--- src/rtl/timer_sched.sv ---
// rtl/timer_sched.sv - tick prescaler, free-running tick count, CH countdown channels and irq arbiter
module timer_sched #(
    parameter int          CH          = 4,
    parameter logic [15:0] PRE_DEFAULT = 16'd50000,
    parameter int          IW          = 2
) (
    input  logic          clk,
    input  logic          rst,
    input  logic          wr,
    input  logic          rd,
    input  logic [3:0]    addr,
    input  logic [15:0]   wdata,
    output logic [15:0]   rdata,
    output logic          tick,
    output logic [15:0]   now,
    output logic          irq,
    output logic [IW-1:0] irq_id,
    input  logic          irq_ack
);
    localparam int CW = 2*CH+1;
    localparam logic [1:0] S_IDLE = 2'd0, S_ASSERT = 2'd1, S_GAP = 2'd2;

    logic [CW-1:0]  ctrl, ctrl_w, ctrl_nxt;
    logic [15:0]    prescale, pcnt;
    logic [15:0]    period [CH];
    logic [15:0]    cnt [CH];
    logic [CH-1:0]  pending, overrun;
    logic [CH-1:0]  ch_en, one_shot, expire, active, en_rise, wr_per;
    logic [CH-1:0]  clr_pend, clr_ovr, ack_mask, req;
    logic [1:0]     state;
    logic [IW-1:0]  sel;
    logic [15:0]    rd_val;
    logic           gen, wr_ctrl, wr_pre, wr_stat;

    assign gen      = ctrl[0];
    assign ch_en    = ctrl[CH:1];
    assign one_shot = ctrl[2*CH:CH+1];
    assign wr_ctrl  = wr && (addr == 4'd0);
    assign wr_pre   = wr && (addr == 4'd1);
    assign wr_stat  = wr && (addr == 4'd2);
    assign clr_pend = wr_stat ? wdata[CH-1:0] : '0;
    assign clr_ovr  = wr_stat ? wdata[2*CH-1:CH] : '0;
    assign ack_mask = (state == S_ASSERT && irq_ack) ? (CH'(1) << irq_id) : '0;
    assign tick     = gen && (pcnt == prescale);
    assign req      = pending & ~clr_pend;

    // CTRL can be wider than the data bus for large CH; unreachable bits write as 0
    always_comb begin
        ctrl_w = '0;
        for (int b = 0; b < CW && b < 16; b++) ctrl_w[b] = wdata[b];
    end

    always_comb begin
        for (int i = 0; i < CH; i++) begin
            wr_per[i]  = wr && (addr == 4'(4 + i));
            active[i]  = tick && ch_en[i] && (period[i] != 16'd0);
            expire[i]  = active[i] && (cnt[i] <= 16'd1);
            en_rise[i] = wr_ctrl && ctrl_w[i+1] && !ch_en[i];
        end
        ctrl_nxt = wr_ctrl ? ctrl_w : ctrl;
        for (int i = 0; i < CH; i++)
            if (expire[i] && one_shot[i]) ctrl_nxt[i+1] = 1'b0;
    end

    always_comb begin
        sel = '0;
        for (int i = CH-1; i >= 0; i--)
            if (req[i]) sel = IW'(i);
    end

    always_comb begin
        rd_val = '0;
        case (addr)
            4'd0: for (int b = 0; b < CW && b < 16; b++) rd_val[b] = ctrl[b];
            4'd1: rd_val = prescale;
            4'd2: rd_val[2*CH-1:0] = {overrun, pending};
            4'd3: rd_val = now;
            default: begin
                for (int i = 0; i < CH; i++)
                    if (addr == 4'(4 + i)) rd_val = period[i];
            end
        endcase
    end

    always_ff @(posedge clk or negedge rst) begin
        if (!rst) begin
            ctrl     <= '0;
            prescale <= PRE_DEFAULT;
            pcnt     <= '0;
            now      <= '0;
            rdata    <= '0;
            pending  <= '0;
            overrun  <= '0;
            for (int i = 0; i < CH; i++) begin
                period[i] <= '0;
                cnt[i]    <= '0;
            end
        end else begin
            ctrl <= ctrl_nxt;
            if (wr_pre) prescale <= wdata;
            if (rd) rdata <= rd_val;
            if (!gen || wr_pre || tick) pcnt <= '0;
            else                        pcnt <= pcnt + 16'd1;
            if (tick) now <= now + 16'd1;
            // a fresh expiry beats an ack or W1C of the same bit and is not an overrun
            pending <= (pending & ~ack_mask & ~clr_pend) | expire;
            overrun <= (overrun & ~clr_ovr) | (expire & pending & ~ack_mask & ~clr_pend);
            for (int i = 0; i < CH; i++) begin
                if (wr_per[i]) begin
                    period[i] <= wdata;
                    cnt[i]    <= wdata;
                end else if (en_rise[i]) begin
                    cnt[i] <= period[i];
                end else if (expire[i]) begin
                    if (!one_shot[i]) cnt[i] <= period[i];
                end else if (active[i]) begin
                    cnt[i] <= cnt[i] - 16'd1;
                end
            end
        end
    end

    always_ff @(posedge clk or negedge rst) begin
        if (!rst) begin
            state  <= S_IDLE;
            irq    <= 1'b0;
            irq_id <= '0;
        end else begin
            case (state)
                S_IDLE: if (|req) begin
                    irq    <= 1'b1;
                    irq_id <= sel;
                    state  <= S_ASSERT;
                end
                S_ASSERT: if (irq_ack) begin
                    irq   <= 1'b0;
                    state <= S_GAP;
                end else if (clr_pend[irq_id]) begin
                    irq   <= 1'b0;
                    state <= S_IDLE;
                end
                S_GAP: state <= S_IDLE;
                default: begin
                    irq   <= 1'b0;
                    state <= S_IDLE;
                end
            endcase
        end
    end
endmodule
--- config.mk ---
export PLATFORM = sky130hd
export DESIGN_NAME = timer_sched
export DESIGN_NICKNAME = d
export VERILOG_FILES = /design/src/rtl/timer_sched.sv
export SDC_FILE = /design/constraint.sdc
export NUM_CORES = 1
export LEC_CHECK = 0
export ABC_CLOCK_PERIOD_IN_PS = 7700
export CAP_MARGIN = 10
export CORE_MARGIN = 2
export CORE_UTILIZATION = 55
export DETAILED_ROUTE_END_ITERATION = 12
export PLACE_DENSITY = 0.74
export SYNTH_ARGS = -nofsm -noshare
export SYNTH_HDL_FRONTEND = slang
export SYNTH_SLANG_ARGS = --single-unit
--- constraint.sdc ---
create_clock -name clk -period 7.7 [get_ports clk]
set_clock_uncertainty 0.15 [all_clocks]
set_input_delay 2.31 -clock clk [delete_from_list [all_inputs] [get_ports clk]]
set_output_delay 2.31 -clock clk [all_outputs]
set_load 0.1 [all_outputs]
==> results of run 1 <==
==> state kept, by name, indices dropped and copies added (netlist names) <==
register and flops:
cnt 64, period 64, now 16, pcnt 16, prescale 16, rdata 16
ctrl 9, overrun 4, pending 4, irq_id 2, state 2, irq 1
==> layout by cell type (no fill, tap or decap), drive strengths merged, types with 20 or more instances in the layout <==
cell and count:
or4 21, inv 36, nor4 27, nand3 36, nor3 35, clkdlybuf4s50 58
a21oi 58, nor2 133, mux2i 24, dfrtp 208, mux2 29, xnor2 42
a31oi 29, nand2 266, buf 20, xor2 32, o21ai 55, clkbuf 32
==> metrics by stage <==
| stage | util | setup slack [ns] | hold slack (ns) | instance area (sq um) |
|---|---|---|---|---|
| floorplan | - | 2.27 | 0.293 | 12000 |
| global placement | 0.592 | 1.69 | 0.313 | 12800 |
| detailed placement | 0.592 | 1.58 | 0.325 | 12800 |
| CTS | 0.632 | 1.03 | 0.337 | 13700 |
| global route | 0.632 | 0.923 | 0.355 | 13700 |
| finish | 0.632 | 0.944 | 0.341 | 13700 |
==> power by group through the flow <==
stage | sequential [W] | clock [W] | combinational, W
finish | 0.00176 | 0.00124 | 0.00107
global route | 0.00179 | 0.00129 | 0.00118
CTS | 0.00174 | 0.00125 | 0.00107
detailed placement | 0.00175 | 0 | 0.00106
global placement | 0.00175 | 0 | 0.00103
floorplan | 0.00176 | 0 | 0.000692
==> metal layers <==
metal	wire length, um	vias to the layer above
li1	-	4858
met3	3880	117
met1	15700	5277
met4	1950	0
met2	17100	592
met5	0	-
==> cell type report <==
class / count / share of cell area
Inverter: 35 / 0.00962
Tap cell: 280 / 0.0256
Clock inverter: 13 / 0.0127
Antenna cell: 2 / 0.000366
Clock buffer: 32 / 0.0499
Timing Repair Buffer: 78 / 0.0538
Multi-Input combinational cell: 1015 / 0.455
Sequential cell: 214 / 0.392
==> critical path: cells and delay by family (launching register included) <==
family        cells  cell delay (ns)
xor+xnor          1             0.13
flops             1             0.55
simple gates      3             1.75
buf+inv           1             1.33
==> cell families (layout without fill, tap and decap cells) <==
| kind of cell | count (synthesis) | after routing | share of synthesized area |
|---|---|---|---|
| simple gates | 589 | 589 | 0.224 |
| compound gates | 274 | 274 | 0.154 |
| flops | 214 | 214 | 0.447 |
| buf+inv | 110 | 158 | 0.0350 |
| xor+xnor | 74 | 74 | 0.0540 |
| mux | 68 | 68 | 0.0754 |
| fa+ha+maj | 10 | 10 | 0.0104 |
| other cells | 0 | 2 | 0 |
==> path summary, 6_finish.rpt <==
check / start / endpoint / slack, ns / cells after the start
worst max register to register: prescale[9] / cnt[12] / 3.76 / 7
min in group asynchronous: rst / pcnt[8] / 1.65 / 1
worst min-delay path: overrun[0] / overrun[0] / 0.34 / 2
worst max-delay path: prescale[9] / tick / 0.94 / 5
max in group asynchronous: rst / cnt[23] / 4.43 / 2
worst min register to register: overrun[0] / overrun[0] / 0.34 / 2
==> impl_results.rst, run 1 <==
.. list-table::
   :header-rows: 1

   * - Metric
     - Value
   * - Async set-reset flop share out of synthesis
     - 1.00
   * - Cell with the largest stage delay on the worst path
     - clkdlybuf4s50_1
   * - Source-to-sink clock delay at the later pin of the worst-skew pair
     - 0.52 ns
   * - Number of antenna violations at the first check in global routing
     - 0
   * - Flip-flop cell with the highest count after synthesis
     - dfrtp_1
   * - Number of standard cells in the final layout excluding fillers
     - 1669
   * - Post-detail-place hpwl
     - 27000 um
   * - # Post-CTS Setup Buffers
     - 0
   * - Worst-margin pin slew
     - 1.03 ns
   * - Cell row count
     - 54
   * - Fraction of final layout cells with drive strength greater than 1
     - 0.0937
   * - Count of filler cells inserted in the layout
     - 1831
   * - Number of sinks handled by clock tree synthesis
     - 214
   * - Clock tree from TritonCTS
     - built
   * - Clk slew on worst S/H paths
     - 0.06 ns
   * - Maximum clock insertion buffer count
     - 3
   * - Detailed Route WL
     - 38600 um
   * - Largest net degree at the start of global routing
     - 105
   * - Unrepaired setup endpoints after global routing
     - false
   * - Core outline area
     - 0.0216 sq mm
   * - Fin nets
     - 1404
   * - Critical path's largest stage delay
     - 1.33 ns
   * - Post-synth top area cell
     - dfrtp_1
   * - Count of boundary I/O pins
     - 61
   * - Highest clock rate
     - 0.148 GHz
   * - DRC
     - 0
   * - Crit Path Category
     - register to output pin
   * - Number of standard cells after synthesis
     - 1339
   * - Routability congestion estimate from global placement
     - 0.982
   * - Final routed wire length divided by cell count
     - 23.1 um
   * - Mapped Avg Cell Area
     - 8.97 sq um
   * - Arr. time, crit path
     - 4.30 ns
   * - Logic gate share of total power
     - 0.263
   * - CTS Root Buffer Type
     - clkbuf_16
   * - Switching share of power
     - 0.362
   * - Lkg Pwr
     - 5.95 nW
   * - Crit path capture type
     - output pin
   * - Count of vias placed by the detailed router
     - 10.8k
   * - Post-route antenna net violation count
     - 0
   * - Via count of the first global-routing pass
     - 10.1k
   * - Fraction of the yosys area taken by sequential cells
     - 0.447
   * - Power density cells
     - 298 mW/mm^2
   * - DR iter-0 viols
     - 1336
   * - Overall overflow remaining after global route
     - 0
   * - Final Hold Fails
     - 0
   * - Outcome
     - completed
   * - Cells along the critical path
     - xnor2_1 > nand4_1 > or4_1 > nor2_1 > clkdlybuf4s50_1
   * - Initial standard-cell utilization of the core
     - 0.555
   * - CTS H-tree depth
     - 1
   * - Total track usage
     - 0.342
   * - Most frequent cells after synthesis
     - nand2_1 (266), dfrtp_1 (208), nor2_1 (132), a21oi_1 (58), clkbuf_1 (56)
   * - Internal power
     - 0.00260 W
   * - Tightest Hold Check Type
     - register to register
   * - Area growth syn-to-layout
     - 13.8%
   * - Required arrival time at the worst endpoint
     - 5.24 ns
   * - Synth unique cells
     - 76
   * - First-pass GRT wire length
     - 59100 um
   * - CTS Hold Bufs
     - 0
   * - Count of pins over their slew limit
     - 0
   * - Total of flip-flops plus latches after synthesis
     - 214
   * - Area of the die
     - 0.0230 sq mm
   * - Met2 demand-to-capacity share in global routing
     - 0.516
   * - Post-Synthesis Net Count
     - 1374
   * - Port Buffer Count
     - 60
   * - Fin crit period
     - 6.76 ns
   * - Number of synthesized flops with an enable pin
     - 0
   * - Post-route total power
     - 0.00407 W
   * - Number of max-capacitance violations reported
     - 0
   * - Total area of multi-input combinational cells
     - 0.00622 sq mm
   * - Sequential share of power
     - 0.432
   * - Post-Synthesis Cell Area
     - 0.0120 sq mm
   * - Number of clock buffers inserted by TritonCTS
     - 25
   * - Chip width
     - 152 um
   * - Kind of launch point of the worst setup path
     - register
   * - Synthesis Warnings
     - 0
   * - Resized cells post-CTS
     - 0
   * - Global routing usage on met3
     - 0.0641
   * - Floorplan die height
     - 152 um
   * - Setup-violating endpoint count in the final report
     - 0
   * - Peak fanout along the critical path
     - 8
   * - Total instance count after detailed placement
     - 1622
   * - Storage element area
     - 0.00536 sq mm
   * - Most frequent cell after synthesis
     - nand2_1
   * - Worst ir drop on vdd
     - 0.000266 V
   * - Sum of negative setup slack
     - 0 ns
   * - Switch Pwr
     - 0.00148 W
   * - Slew headroom
     - 0.310
   * - Largest cells by area after synthesis
     - dfrtp_1 (43%), nand2_1 (8.3%), nor2_1 (4.1%)
   * - Most utilized layer in the global route result
     - met2
   * - Area fraction of the dominant cell type after synthesis
     - 0.434
   * - Total iterations of the first detailed-routing run
     - 7
   * - Mean number of vias per cell
     - 6.50
   * - Global routing met1 resource utilization
     - 0.484
   * - Relative contribution of the clock network to total power
     - 0.304
   * - Share of the cycle needed by the critical path after routing
     - 0.877
(Power assumes the default switching activity.)
==> run 2: changes to the inputs <==
--- a/config.mk
+++ b/config.mk
@@ -9,6 +9,7 @@
 export CAP_MARGIN = 10
 export CORE_MARGIN = 2
 export CORE_UTILIZATION = 55
+export CTS_CLUSTER_DIAMETER = 40
 export DETAILED_ROUTE_END_ITERATION = 12
 export PLACE_DENSITY = 0.74
 export SYNTH_ARGS = -nofsm -noshare
==> run 2 against run 1 <==
  * Sequential share of layout area decreased by 0.99 points
  * First-iteration DRC count shrank 3.9%
  * Maximum frequency up 1.0%
  * Largest power group unchanged
  * Cell count is 1.0% higher
==> impl_results.rst, run 2 (synthesis gave the netlist of run 1 again) <==
.. list-table::
   :header-rows: 1

   * - Metric
     - Value
   * - Overall overflow remaining after global route
     - 0 (unchanged)
   * - Number of clock buffers inserted by TritonCTS
     - 35 (+40%)
   * - Routability congestion estimate from global placement
     - 0.982 (unchanged)
   * - Startpoint of the most critical hold path
     - overrun[0]
   * - Number of max-capacitance violations reported
     - 0 (unchanged)
   * - Core outline area
     - 0.0216 sq mm (unchanged)
   * - # Post-CTS Setup Buffers
     - 0 (unchanged)
   * - CTS Hold Bufs
     - 0 (unchanged)
   * - Area growth syn-to-layout
     - 16.8%
   * - Resized cells post-CTS
     - 0 (unchanged)
   * - CTS Root Buffer Type
     - clkbuf_16
   * - Hold Path Sink
     - overrun[0]
   * - Initial standard-cell utilization of the core
     - 0.555 (unchanged)
   * - Met3 Routed Length
     - 3770 um (-2.8%)
   * - Fin crit period
     - 6.69 ns (-0.0692 ns)
   * - Fin nets
     - 1414 (+0.71%)
   * - Logic gate share of total power
     - 0.240 (-0.023)
   * - Slew headroom
     - 0.303 (-0.00763)
   * - Count of vias placed by the detailed router
     - 10.9k (+0.28%)
   * - Lkg Pwr
     - 6.10 nW (+2.6%)
   * - Outcome
     - completed
   * - Post-detail-place hpwl
     - 27000 um (unchanged)
   * - Most frequent cells in the layout
     - nand2_1 (266), dfrtp_1 (208), nor2_1 (132), a21oi_1 (58), clkdlybuf4s50_1 (58)
   * - Total iterations of the first detailed-routing run
     - 7 (unchanged)
   * - Detailed Route WL
     - 38900 um (+0.64%)
   * - Area of the die
     - 0.0230 sq mm (unchanged)
   * - First-pass GRT wire length
     - 59800 um (+1.1%)
   * - Clk slew on worst S/H paths
     - 0.06 ns (about the same)
   * - Arr. time, crit path
     - 4.23 ns (-0.07 ns)
   * - Clock tree from TritonCTS
     - built
   * - Worst-margin pin slew
     - 1.04 ns (+0.0114 ns)
   * - Largest registers
     - cnt: 64 flops, period: 64 flops
   * - Routed length on met2
     - 17100 um (+0.16%)
   * - Post-route antenna net violation count
     - 0 (unchanged)
   * - Relative contribution of the clock network to total power
     - 0.364 (+0.060)
   * - Sum of negative setup slack
     - 0 ns (unchanged)
   * - Fraction of final layout cells with drive strength greater than 1
     - 0.107 (+0.0130)
   * - Cell row count
     - 54 (unchanged)
   * - Power density cells
     - 317 mW/mm^2 (+6.5%)
   * - CTS H-tree depth
     - 2 (+1)
   * - Tightest Hold Check Type
     - register to register
   * - Kind of launch point of the worst setup path
     - register
   * - Crit path capture type
     - output pin
   * - Worst ir drop on vdd
     - 0.000196 V (-26%)
   * - Crit Path Category
     - register to output pin
   * - Highest clock rate
     - 0.150 GHz (+1.0%)
   * - Source-to-sink clock delay at the later pin of the worst-skew pair
     - 0.52 ns (about the same)
   * - Required arrival time at the worst endpoint
     - 5.24 ns (about the same)
   * - R2R Path End
     - cnt[12]
   * - Leading cell type in the layout, fill and taps excluded
     - nand2_1
   * - Total track usage
     - 0.346 (+0.00415)
   * - Port Buffer Count
     - 60 (unchanged)
   * - Cells on worst reg2reg path
     - 7 (unchanged)
   * - Number of sinks handled by clock tree synthesis
     - 214 (unchanged)
   * - Switching share of power
     - 0.358 (-0.00432)
   * - Highest metal layer with signal wires
     - met4
   * - Count of boundary I/O pins
     - 61 (unchanged)
   * - Final std cell area, no fill
     - 0.0140 sq mm (+2.6%)
   * - Final routed wire length divided by cell count
     - 23.0 um (-0.37%)
   * - Unrepaired setup endpoints after global routing
     - false
   * - DRC
     - 0 (unchanged)
   * - Largest net degree at the start of global routing
     - 105 (unchanged)
   * - Chip width
     - 152 um (unchanged)
   * - Detailed-route wire length on metal 1
     - 15900 um (+1.6%)
   * - Setup-violating endpoint count in the final report
     - 0 (unchanged)
   * - Internal power
     - 0.00286 W (+10%)
   * - DR iter-0 viols
     - 1284 (-3.9%)
   * - Mean number of vias per cell
     - 6.45 (-0.73%)
   * - Via count of the first global-routing pass
     - 10.3k (+1.6%)
   * - Floorplan die height
     - 152 um (unchanged)
   * - Worst R2R Start
     - prescale[9]
   * - Standard cell area after detailed placement
     - 0.0128 sq mm (unchanged)
   * - Number of instances on the worst hold path
     - 2 (unchanged)
   * - Peak fanout along the critical path
     - 8 (unchanged)
   * - Final Hold Fails
     - 0 (unchanged)
   * - Count of pins over their slew limit
     - 0 (unchanged)
   * - Share of the cycle needed by the critical path after routing
     - 0.868 (-0.00899)
   * - Number of antenna violations at the first check in global routing
     - 0 (unchanged)
   * - Switch Pwr
     - 0.00159 W (+8.0%)
   * - Worst reg-to-reg setup slack
     - 3.84 ns (+0.08 ns)
   * - Maximum clock insertion buffer count
     - 3 (unchanged)
   * - Number of antenna cells inserted
     - 0 (-2)
   * - Sequential share of power
     - 0.396 (-0.036)
==> run 2: cell type report <==
class,instances,area (sq um)
inverters,35,131
fillers,1790,7600
clock buffers,40,926
well taps,280,350
flip-flops and latches,214,5360
clock inverters,24,290
multi-input cells,1015,6220
repair buffers,78,736
==> run 2: worst max-delay path, cell delays in order, from the launching register on <==
cell and delay, ns:
dfstp_2 0.55, xnor2_1 0.12, nand4_1 0.23, or4_1 0.75
nor2_1 0.72, clkdlybuf4s50_1 1.33
==> run 2: metrics by stage <==
step,hold slack (ns),power (W),setup slack (ns),cells,util
3_3_place_gp,0.313,0.00278,1.69,1622,0.592
3_5_place_dp,0.325,0.00281,1.58,1622,0.592
2_1_floorplan,0.293,0.00245,2.27,1339,-
4_1_cts,0.338,0.00444,1.09,1686,0.648
5_1_grt,0.355,0.00465,0.986,1686,0.648
6_report,0.346,0.00445,1.01,1686,0.648
==> run 2: how the worst max path moves through the flow <==
stage                start       to  slack (ns)  depth (start not counted)
3_5_place_dp       addr[2]  cnt[63]        1.58                          8
5_1_grt        prescale[9]     tick        0.99                          5
4_1_cts        prescale[9]     tick        1.09                          5
2_1_floorplan  prescale[9]     tick        2.27                          5
3_3_place_gp       addr[2]  cnt[63]        1.69                          8
6_report       prescale[9]     tick        1.01                          5
==> run 2: power by group through the flow <==
stage               Clock [W]  Sequential (W)  Combinational [W]
finish                0.00162         0.00176            0.00107
global route          0.00169         0.00179            0.00118
CTS                   0.00163         0.00174            0.00106
detailed placement          0         0.00175            0.00106
global placement            0         0.00175            0.00103
floorplan                   0         0.00176           0.000692
==> run 2: metal layers <==
metal	vias up	global-route usage
met5	-	0
met4	0	0.165
met3	122	0.0754
met2	545	0.515
met1	5323	0.482
li1	4884	-
==> run 3: changes to the inputs <==
--- a/config.mk
+++ b/config.mk
@@ -11,7 +11,10 @@
 export CORE_UTILIZATION = 55
 export CTS_CLUSTER_DIAMETER = 40
 export DETAILED_ROUTE_END_ITERATION = 12
+export GPL_ROUTABILITY_DRIVEN = 0
+export MAX_ROUTING_LAYER = met4
 export PLACE_DENSITY = 0.74
+export SLEW_MARGIN = 20
 export SYNTH_ARGS = -nofsm -noshare
 export SYNTH_HDL_FRONTEND = slang
 export SYNTH_SLANG_ARGS = --single-unit
==> run 3 against run 2 <==
  * Sequential cell count stayed put
  * Maximum frequency down 0.77%
  * Cell count shrank 0.59%
  * Cell area down 1.6%
  * Sequential power hardly changed
  * Die area is the same
  * Count of clock-buffer cells in the layout shrank 7
  * Utilization decreased by 1.1 points
  * Clock power fell by 16%
  * Worst setup slack got worse by 0.052 ns
  * Critical path type unchanged
==> impl_results.rst, run 3 (synthesis gave the netlist of run 1 again) <==
.. list-table::
   :header-rows: 1

   * - Metric
     - Value
   * - Number of standard cells in the final layout excluding fillers
     - 1676 (-0.59%)
   * - Post-detail-place hpwl
     - 26800 um (-0.62%)
   * - Number of max-capacitance violations reported
     - 0 (unchanged)
   * - Highest clock rate
     - 0.148 GHz (-0.77%)
   * - Fraction of final layout cells with drive strength greater than 1
     - 0.100 (-0.00640)
   * - Maximum clock insertion buffer count
     - 3 (unchanged)
   * - Sum of negative setup slack
     - 0 ns (unchanged)
   * - First-pass GRT wire length
     - 59100 um (-1.1%)
   * - Crit Path Category
     - register to output pin
   * - Detailed Route WL
     - 38300 um (-1.3%)
   * - Total area of multi-input combinational cells
     - 0.00622 sq mm (unchanged)
   * - Area of the die
     - 0.0230 sq mm (unchanged)
   * - Number of sinks handled by clock tree synthesis
     - 214 (unchanged)
   * - Floorplan die height
     - 152 um (unchanged)
   * - Total instance count after detailed placement
     - 1621 (-0.062%)
   * - Kind of launch point of the worst setup path
     - register
   * - Storage element area
     - 0.00536 sq mm (unchanged)
   * - Clk slew on worst S/H paths
     - 0.06 ns (about the same)
   * - Number of antenna violations at the first check in global routing
     - 0 (unchanged)
   * - Setup-violating endpoint count in the final report
     - 0 (unchanged)
   * - Power density cells
     - 304 mW/mm^2 (-4.3%)
   * - Crit path capture type
     - output pin
   * - Share of the cycle needed by the critical path after routing
     - 0.875 (+0.00677)
   * - Total track usage
     - 0.348 (+0.00191)
   * - Fin crit period
     - 6.74 ns (+0.0521 ns)
   * - Worst-margin pin slew
     - 1.04 ns (-0.00392 ns)
   * - Mean number of vias per cell
     - 6.49 (+0.58%)
   * - Required arrival time at the worst endpoint
     - 5.24 ns (about the same)
   * - CTS Hold Bufs
     - 0 (unchanged)
   * - Count of pins over their slew limit
     - 0 (unchanged)
   * - Clock tree from TritonCTS
     - built
   * - Number of clock buffers inserted by TritonCTS
     - 30 (-14%)
   * - CTS H-tree depth
     - 1 (-1)
   * - Arr. time, crit path
     - 4.28 ns (+0.05 ns)
   * - Source-to-sink clock delay at the later pin of the worst-skew pair
     - 0.58 ns (+0.06 ns)
   * - Global routing met1 resource utilization
     - 0.468 (-0.0149)
   * - Number of antenna cells inserted
     - 0 (unchanged)
   * - Worst reg-to-reg setup slack
     - 3.81 ns (-0.03 ns)
   * - Count of vias placed by the detailed router
     - 10.9k (-0.018%)
   * - Resized cells post-CTS
     - 0 (unchanged)
   * - Count of boundary I/O pins
     - 61 (unchanged)
   * - Overall overflow remaining after global route
     - 0 (unchanged)
   * - Count of filler cells inserted in the layout
     - 1808 (+1.0%)
   * - Tightest Hold Check Type
     - register to register
   * - Core outline area
     - 0.0216 sq mm (unchanged)
   * - Area growth syn-to-layout
     - 14.9%
   * - Post-route antenna net violation count
     - 0 (unchanged)
   * - Final routed wire length divided by cell count
     - 22.9 um (-0.72%)
   * - DR iter-0 viols
     - 1131 (-12%)
   * - DRC
     - 0 (unchanged)
   * - Most frequent cells in the layout
     - nand2_1 (266), dfrtp_1 (208), nor2_1 (132), a21oi_1 (58), clkdlybuf4s50_1 (58)
   * - Cell row count
     - 54 (unchanged)
   * - Via count of the first global-routing pass
     - 10.2k (-0.17%)
   * - Lkg Pwr
     - 5.99 nW (-1.8%)
   * - Port Buffer Count
     - 60 (unchanged)
   * - Slew headroom
     - 0.305 (+0.00262)
   * - Global routing usage on met3
     - 0.0805 (+0.00509)
   * - # Post-CTS Setup Buffers
     - 0 (unchanged)
   * - Initial standard-cell utilization of the core
     - 0.555 (unchanged)
   * - Largest net degree at the start of global routing
     - 123 (+17%)
   * - CTS Root Buffer Type
     - clkbuf_16
   * - Largest registers
     - cnt: 64 flops, period: 64 flops
   * - Unrepaired setup endpoints after global routing
     - false
   * - Final Hold Fails
     - 0 (unchanged)
   * - Outcome
     - completed
   * - Chip width
     - 152 um (unchanged)
   * - Total iterations of the first detailed-routing run
     - 7 (unchanged)
   * - Fin nets
     - 1408 (-0.42%)
   * - Leading cell type in the layout, fill and taps excluded
     - nand2_1
   * - Met2 demand-to-capacity share in global routing
     - 0.514 (-0.000676)
   * - Worst ir drop on vdd
     - 0.000210 V (+7.5%)
   * - Peak fanout along the critical path
     - 8 (unchanged)
   * - Most utilized layer in the global route result
     - met2
==> run 3: changes by cell type in the layout (fill, tap and decap cells not counted), sizes merged <==
cell / previous run / this run
clkinv: 7 / 10
buf: 20 / 19
clkbuf: 40 / 33
inv: 42 / 39
bufinv: 4 / 2
==> run 3: routing by layer <==
metal	vias up	part of all wire
met5	-	0
met4	0	0.046
met3	140	0.11
met2	575	0.44
met1	5289	0.40
li1	4868	-
==> run 3: final cells by class <==
cell class                      count  share of cell area
Clock inverter                     22              0.0169
Multi-Input combinational cell   1015               0.451
Timing Repair Buffer               77              0.0528
Inverter                           35             0.00953
Clock buffer                       33              0.0553
Sequential cell                   214               0.389
Tap cell                          280              0.0254
==> run 3: stage by stage <==
step	total power (W)	instance area, sq um	util	hold slack, ns	setup WS, ns
final	0.00419	13800	0.638	0.343	0.961
after global routing	0.00437	13800	0.638	0.363	0.970
after CTS	0.00416	13800	0.638	0.343	1.06
after detailed placement	0.00281	12800	0.592	0.324	1.58
after global placement	0.00278	12800	0.592	0.310	1.65
after floorplan	0.00245	12000	-	0.293	2.27
==> run 3: final timing paths <==
path | from | to | cells after the start
min reg2reg | overrun[2] | overrun[2] | 2
max | prescale[9] | tick | 5
min in group asynchronous | rst | now[12] | 1
min | overrun[2] | overrun[2] | 2
max reg2reg | prescale[9] | cnt[12] | 7
max in group asynchronous | rst | period[10] | 2
==> run 3: worst max-delay path: stages, from the launching register on <==
cell and delay [ns]:
dfstp_2 0.55, xnor2_1 0.11, nand4_1 0.23, or4_1 0.75, nor2_1 0.72, clkdlybuf4s50_1 1.33
==> run 3: power by group <==
| group | internal, W | total (W) | switching (W) |
|---|---|---|---|
| combinational | 0.000451 | 0.00107 | 0.000617 |
| sequential | 0.00139 | 0.00176 | 0.000377 |
| clock | 0.000796 | 0.00136 | 0.000561 |
